<file path="src/rtl/shifter_universal.sv">
// Universal shift/rotate register: immediate mode operations in IDLE,
// plus a burst engine that repeats one latched operation a programmed number of times.
module shifter_universal #(
    parameter int                   BIT_WIDTH = 8,
    parameter int                   AMT_WIDTH = 4,
    parameter logic [BIT_WIDTH-1:0] RST_VAL   = 8'b0000_0001
) (
    input  logic                 clk,
    input  logic                 rst_n,
    input  logic                 en,
    input  logic [2:0]           mode,
    input  logic [BIT_WIDTH-1:0] load_data,
    input  logic                 ser_in,
    input  logic                 start,
    input  logic [AMT_WIDTH-1:0] amount,
    output logic [BIT_WIDTH-1:0] q,
    output logic                 ser_out,
    output logic                 busy,
    output logic                 done
);

    typedef enum logic [1:0] {
        IDLE = 2'd0,
        RUN  = 2'd1,
        DONE = 2'd2
    } state_t;

    typedef enum logic [2:0] {
        M_HOLD = 3'b000,
        M_LOAD = 3'b001,
        M_SHL  = 3'b010,
        M_SHR  = 3'b011,
        M_ROL  = 3'b100,
        M_ROR  = 3'b101,
        M_ASR  = 3'b110,
        M_JOHN = 3'b111
    } op_t;

    state_t                 state, state_next;
    logic [AMT_WIDTH-1:0]   count, count_next;
    logic [2:0]             lat_mode, lat_mode_next;
    logic [BIT_WIDTH-1:0]   q_next;
    logic                   ser_out_next;
    logic                   do_op;
    logic [2:0]             op_mode;

    always_ff @(posedge clk or negedge rst_n) begin
        if (!rst_n) begin
            state    <= IDLE;
            count    <= '0;
            lat_mode <= M_HOLD;
            q        <= RST_VAL;
            ser_out  <= 1'b0;
        end else begin
            state    <= state_next;
            count    <= count_next;
            lat_mode <= lat_mode_next;
            q        <= q_next;
            ser_out  <= ser_out_next;
        end
    end

    // Sequencing: decide whether an operation happens this edge and which one.
    // A start in IDLE only arms the burst; the first operation is on the following edge.
    always_comb begin
        state_next    = state;
        count_next    = count;
        lat_mode_next = lat_mode;
        do_op         = 1'b0;
        op_mode       = mode;
        unique case (state)
            IDLE: begin
                if (start) begin
                    lat_mode_next = mode;
                    count_next    = amount;
                    state_next    = (amount != '0) ? RUN : DONE;
                end else if (en) begin
                    do_op   = 1'b1;
                    op_mode = mode;
                end
            end
            RUN: begin
                do_op      = 1'b1;
                op_mode    = lat_mode;
                count_next = count - 1'b1;
                if (count == {{(AMT_WIDTH-1){1'b0}}, 1'b1}) begin
                    state_next = DONE;
                end
            end
            DONE: begin
                state_next = IDLE;
            end
            default: begin
                state_next = IDLE;
            end
        endcase
    end

    // Datapath: HOLD and LOAD leave ser_out alone; all shifting modes report the bit that left.
    always_comb begin
        q_next       = q;
        ser_out_next = ser_out;
        if (do_op) begin
            unique case (op_mode)
                M_HOLD: q_next = q;
                M_LOAD: q_next = load_data;
                M_SHL: begin
                    q_next       = {q[BIT_WIDTH-2:0], ser_in};
                    ser_out_next = q[BIT_WIDTH-1];
                end
                M_SHR: begin
                    q_next       = {ser_in, q[BIT_WIDTH-1:1]};
                    ser_out_next = q[0];
                end
                M_ROL: begin
                    q_next       = {q[BIT_WIDTH-2:0], q[BIT_WIDTH-1]};
                    ser_out_next = q[BIT_WIDTH-1];
                end
                M_ROR: begin
                    q_next       = {q[0], q[BIT_WIDTH-1:1]};
                    ser_out_next = q[0];
                end
                M_ASR: begin
                    q_next       = {q[BIT_WIDTH-1], q[BIT_WIDTH-1:1]};
                    ser_out_next = q[0];
                end
                M_JOHN: begin
                    q_next       = {q[BIT_WIDTH-2:0], ~q[BIT_WIDTH-1]};
                    ser_out_next = q[BIT_WIDTH-1];
                end
                default: q_next = q;
            endcase
        end
    end

    assign busy = (state == RUN);
    assign done = (state == DONE);

endmodule

</file>
<file path="config.mk">
export PLATFORM = sky130hd
export DESIGN_NAME = shifter_universal
export DESIGN_NICKNAME = d
export VERILOG_FILES = /design/src/rtl/shifter_universal.sv
export SDC_FILE = /design/constraint.sdc
export NUM_CORES = 1
export LEC_CHECK = 0
export CAP_MARGIN = 20
export CORE_MARGIN = 4
export CORE_UTILIZATION = 49
export DETAILED_ROUTE_END_ITERATION = 7
export PLACE_DENSITY_LB_ADDON = 0.05
export SLEW_MARGIN = 20
export SYNTH_ARGS = -nofsm -noshare
export SYNTH_HDL_FRONTEND = slang
export SYNTH_SLANG_ARGS = --single-unit
</file>
<file path="constraint.sdc">
create_clock -name clk -period 2.82 [get_ports clk]
set_clock_uncertainty 0.15 [all_clocks]
set_input_delay 0.564 -clock clk [delete_from_list [all_inputs] [get_ports clk]]
set_output_delay 0.564 -clock clk [all_outputs]
set_load 0.05 [all_outputs]
</file>
==> metrics.cfg <==
[run_status]
status = completed

[power]
clkPwrFrac_pct = 6.1
p_switching_uw = 1170
pwr-share-comb_pct = 68.4
ir_drop_uv = 862
internal_power_uw = 1130
p_sw_share_pct = 51.0
total_leakage_power_uw = 0.000713
seq_power_share_pct = 25.5
power_density_nw_per_um2 = 1360

[routing]
drtPass1Iterations = 4
wire_per_inst_um = 15.5
routed_wl_mm = 3.35
vias_per_cell = 6.01
vias = 1299
drtIter0Drc = 64
drtAntennaViolNets = 0
drc_errors = 0

[global_routing]
track_usage_pct = 20.5
grt_pass1_vias = 1239
grt_pass1_wl_mm = 5.65
antenna_found_initial = 0
grt-ovfl-total = 0
grt_max_degree = 20

[clock_network]
cts_setup_buffers = 0
ctsHoldBuffers = 0
clockBufferDepth = 2
worstSkewPairLatency_ns = 0.30
htreeDepth = 1
cts_buffers = 3
cts.sinks = 18
cts_root_buf = clkbuf_4
path_clk_slew_ns = 0.12
tritoncts = built
cts_resized = 0

[finish]
drive_gt1_share_pct = 11.3
syn_to_final_growth_pct = 28.4
nets = 209
n_antenna_cell = 0

[critical_path]
arrival_ns = 1.84
critical_path.max_fanout = 12
cp.required_ns = 2.11
critPathKind = flip-flop to output port
critPathCaptureType = output port
r2r_setup_slack_ns = 0.40
critPathLaunchType = flip-flop

[yosys]
yosysMostFrequentCell = nand2_1
synth_edf_count = 0
syn-instance-count = 153
synth_top_area_share_pct = 32.4
synth_common_cells = nand2_1, dfrtp_1, o21ai_0
synth_ff_type = dfrtp_1
yosysSeqAreaShare_pct = 34.3
syn_avg_cell_area_sq_um = 8.59
synth_area_leader_cell = dfrtp_1
synth_cell_type_count = 46
async_flop_share_pct = 100
synth.net_count = 175
syn_area_sq_um = 1320
yosys_register_bits = 18
ys_top_cells_by_area = dfrtp_1, nand2_1, mux2i_1, a311oi_1, o21ai_0
yosysWarnings = 0

[sta]
hold_violations = 0
timing.fmax_mhz = 392
post-route-min-period_ns = 2.55
setup-tns-final_ns = 0
period_share_pct = 90.5
setup_viol = 0
relSlewSlack_pct = 55.0
hold-worst-slack_ns = 0.403
final_max_slew_viol_count = 0
grt_setup_unrepaired = no
tightestPinTransition_ns = 0.656

[floorplan]
row_count = 18
fp.dieH_um = 59.8
fp.coreArea_sq_um = 2520
initial_core_util_pct = 52.1
die-area_sq_um = 3580
die_x_um = 59.8
pin_count = 31

[placement]
place_congestion = 0.820
dpl.hpwl_mm = 2.52
io_buffer_count = 30

[job]
max-cap-violations = 0

[hold_path]
hold_class = flip-flop to flip-flop

[power by group through the flow]
stage | logic [uW] | registers [uW] | clock network (uW)
6_report | 1570 | 586 | 140
5_1_grt | 1710 | 610 | 155
4_1_cts | 1570 | 583 | 144
3_5_place_dp | 1570 | 589 | 0
3_3_place_gp | 1530 | 583 | 0
2_1_floorplan | 980 | 748 | 0
[sequential cells by signal (all words and copies together) (netlist names)]
| register | flops |
|---|---|
| q | 8 |
| count | 4 |
| lat_mode | 3 |
| state | 2 |
| ser_out | 1 |
[final timing paths]
check                      startpoint  endpoint  cells after the start
min                          count[3]  count[3]                      2
min in group asynchronous       rst_n      q[1]                      2
min reg2reg                  count[3]  count[3]                      2
max in group asynchronous       rst_n      q[0]                      2
max                          state[1]      busy                      4
max reg2reg                  state[1]      q[4]                      6
[placed cells by master (no fill, tap or decap), types with 2 or more instances in the layout]
| cell type | Yosys | layout |
|---|---|---|
| clkdlybuf4s50_1 | 0 | 29 |
| nand2_1 | 28 | 28 |
| dfrtp_1 | 17 | 17 |
| o21ai_0 | 10 | 10 |
| a21oi_1 | 9 | 9 |
| nand3_1 | 8 | 8 |
| buf_4 | 0 | 8 |
| nor2_1 | 7 | 7 |
| a311oi_1 | 6 | 6 |
| mux2i_1 | 6 | 6 |
| a22o_1 | 5 | 5 |
| inv_1 | 4 | 4 |
| a31oi_1 | 4 | 4 |
| xnor2_1 | 3 | 3 |
| clkbuf_4 | 0 | 3 |
| nand2b_1 | 2 | 2 |
| o22ai_1 | 2 | 2 |
| mux2_2 | 2 | 2 |
| and3_1 | 2 | 2 |
| mux2_4 | 2 | 2 |
| a32oi_1 | 2 | 2 |
| xor2_1 | 2 | 2 |
| ha_1 | 2 | 2 |
[metal layers]
metal,GRT usage (%),vias up,wire length [um]
met1,27.1,609,1490
met2,33.2,51,1620
met3,3.24,4,209
met5,0,-,0
li1,-,635,-
met4,7.91,0,25
[final cells by class]
type	instances	area, sq um
sequential	18	452
clock buffer	4	26.3
fill	217	835
tap	30	37.5
inverter	5	18.8
multi-input combinational	122	803
timing repair buffer	37	350
[through the flow]
step | instance area (sq um) | util (%) | total power [uW] | std cells | setup WS (ns)
6_report | 1690 | 66.9 | 2300 | 216 | 0.269
5_1_grt | 1690 | 66.9 | 2480 | 216 | 0.133
4_1_cts | 1690 | 66.9 | 2300 | 216 | 0.242
3_5_place_dp | 1660 | 65.9 | 2160 | 212 | 0.281
3_3_place_gp | 1660 | 65.9 | 2120 | 212 | 0.325
2_1_floorplan | 1320 | - | 1730 | 153 | 0.706
[critical path, stage by stage (launching register included)]
cell,delay [ns]
dfrtp_1,0.45
nand2b_1,0.51
clkinv_1,0.19
buf_4,0.21
buf_4,0.19
[cell families (layout without fill, tap and decap cells)]
group	count (synthesis)	count (layout)	share of synthesized area, %
AOI/OAI and AO/OA	48	48	25.5
xor gates and xnor gates	5	5	3.33
adders and majority gates	2	2	1.90
buffers and inverters	13	46	4.57
DFF	18	18	34.3
muxes	11	11	9.61
and+or+nand+nor	56	56	20.7
No activity file was read; power rests on OpenSTA's default activity.
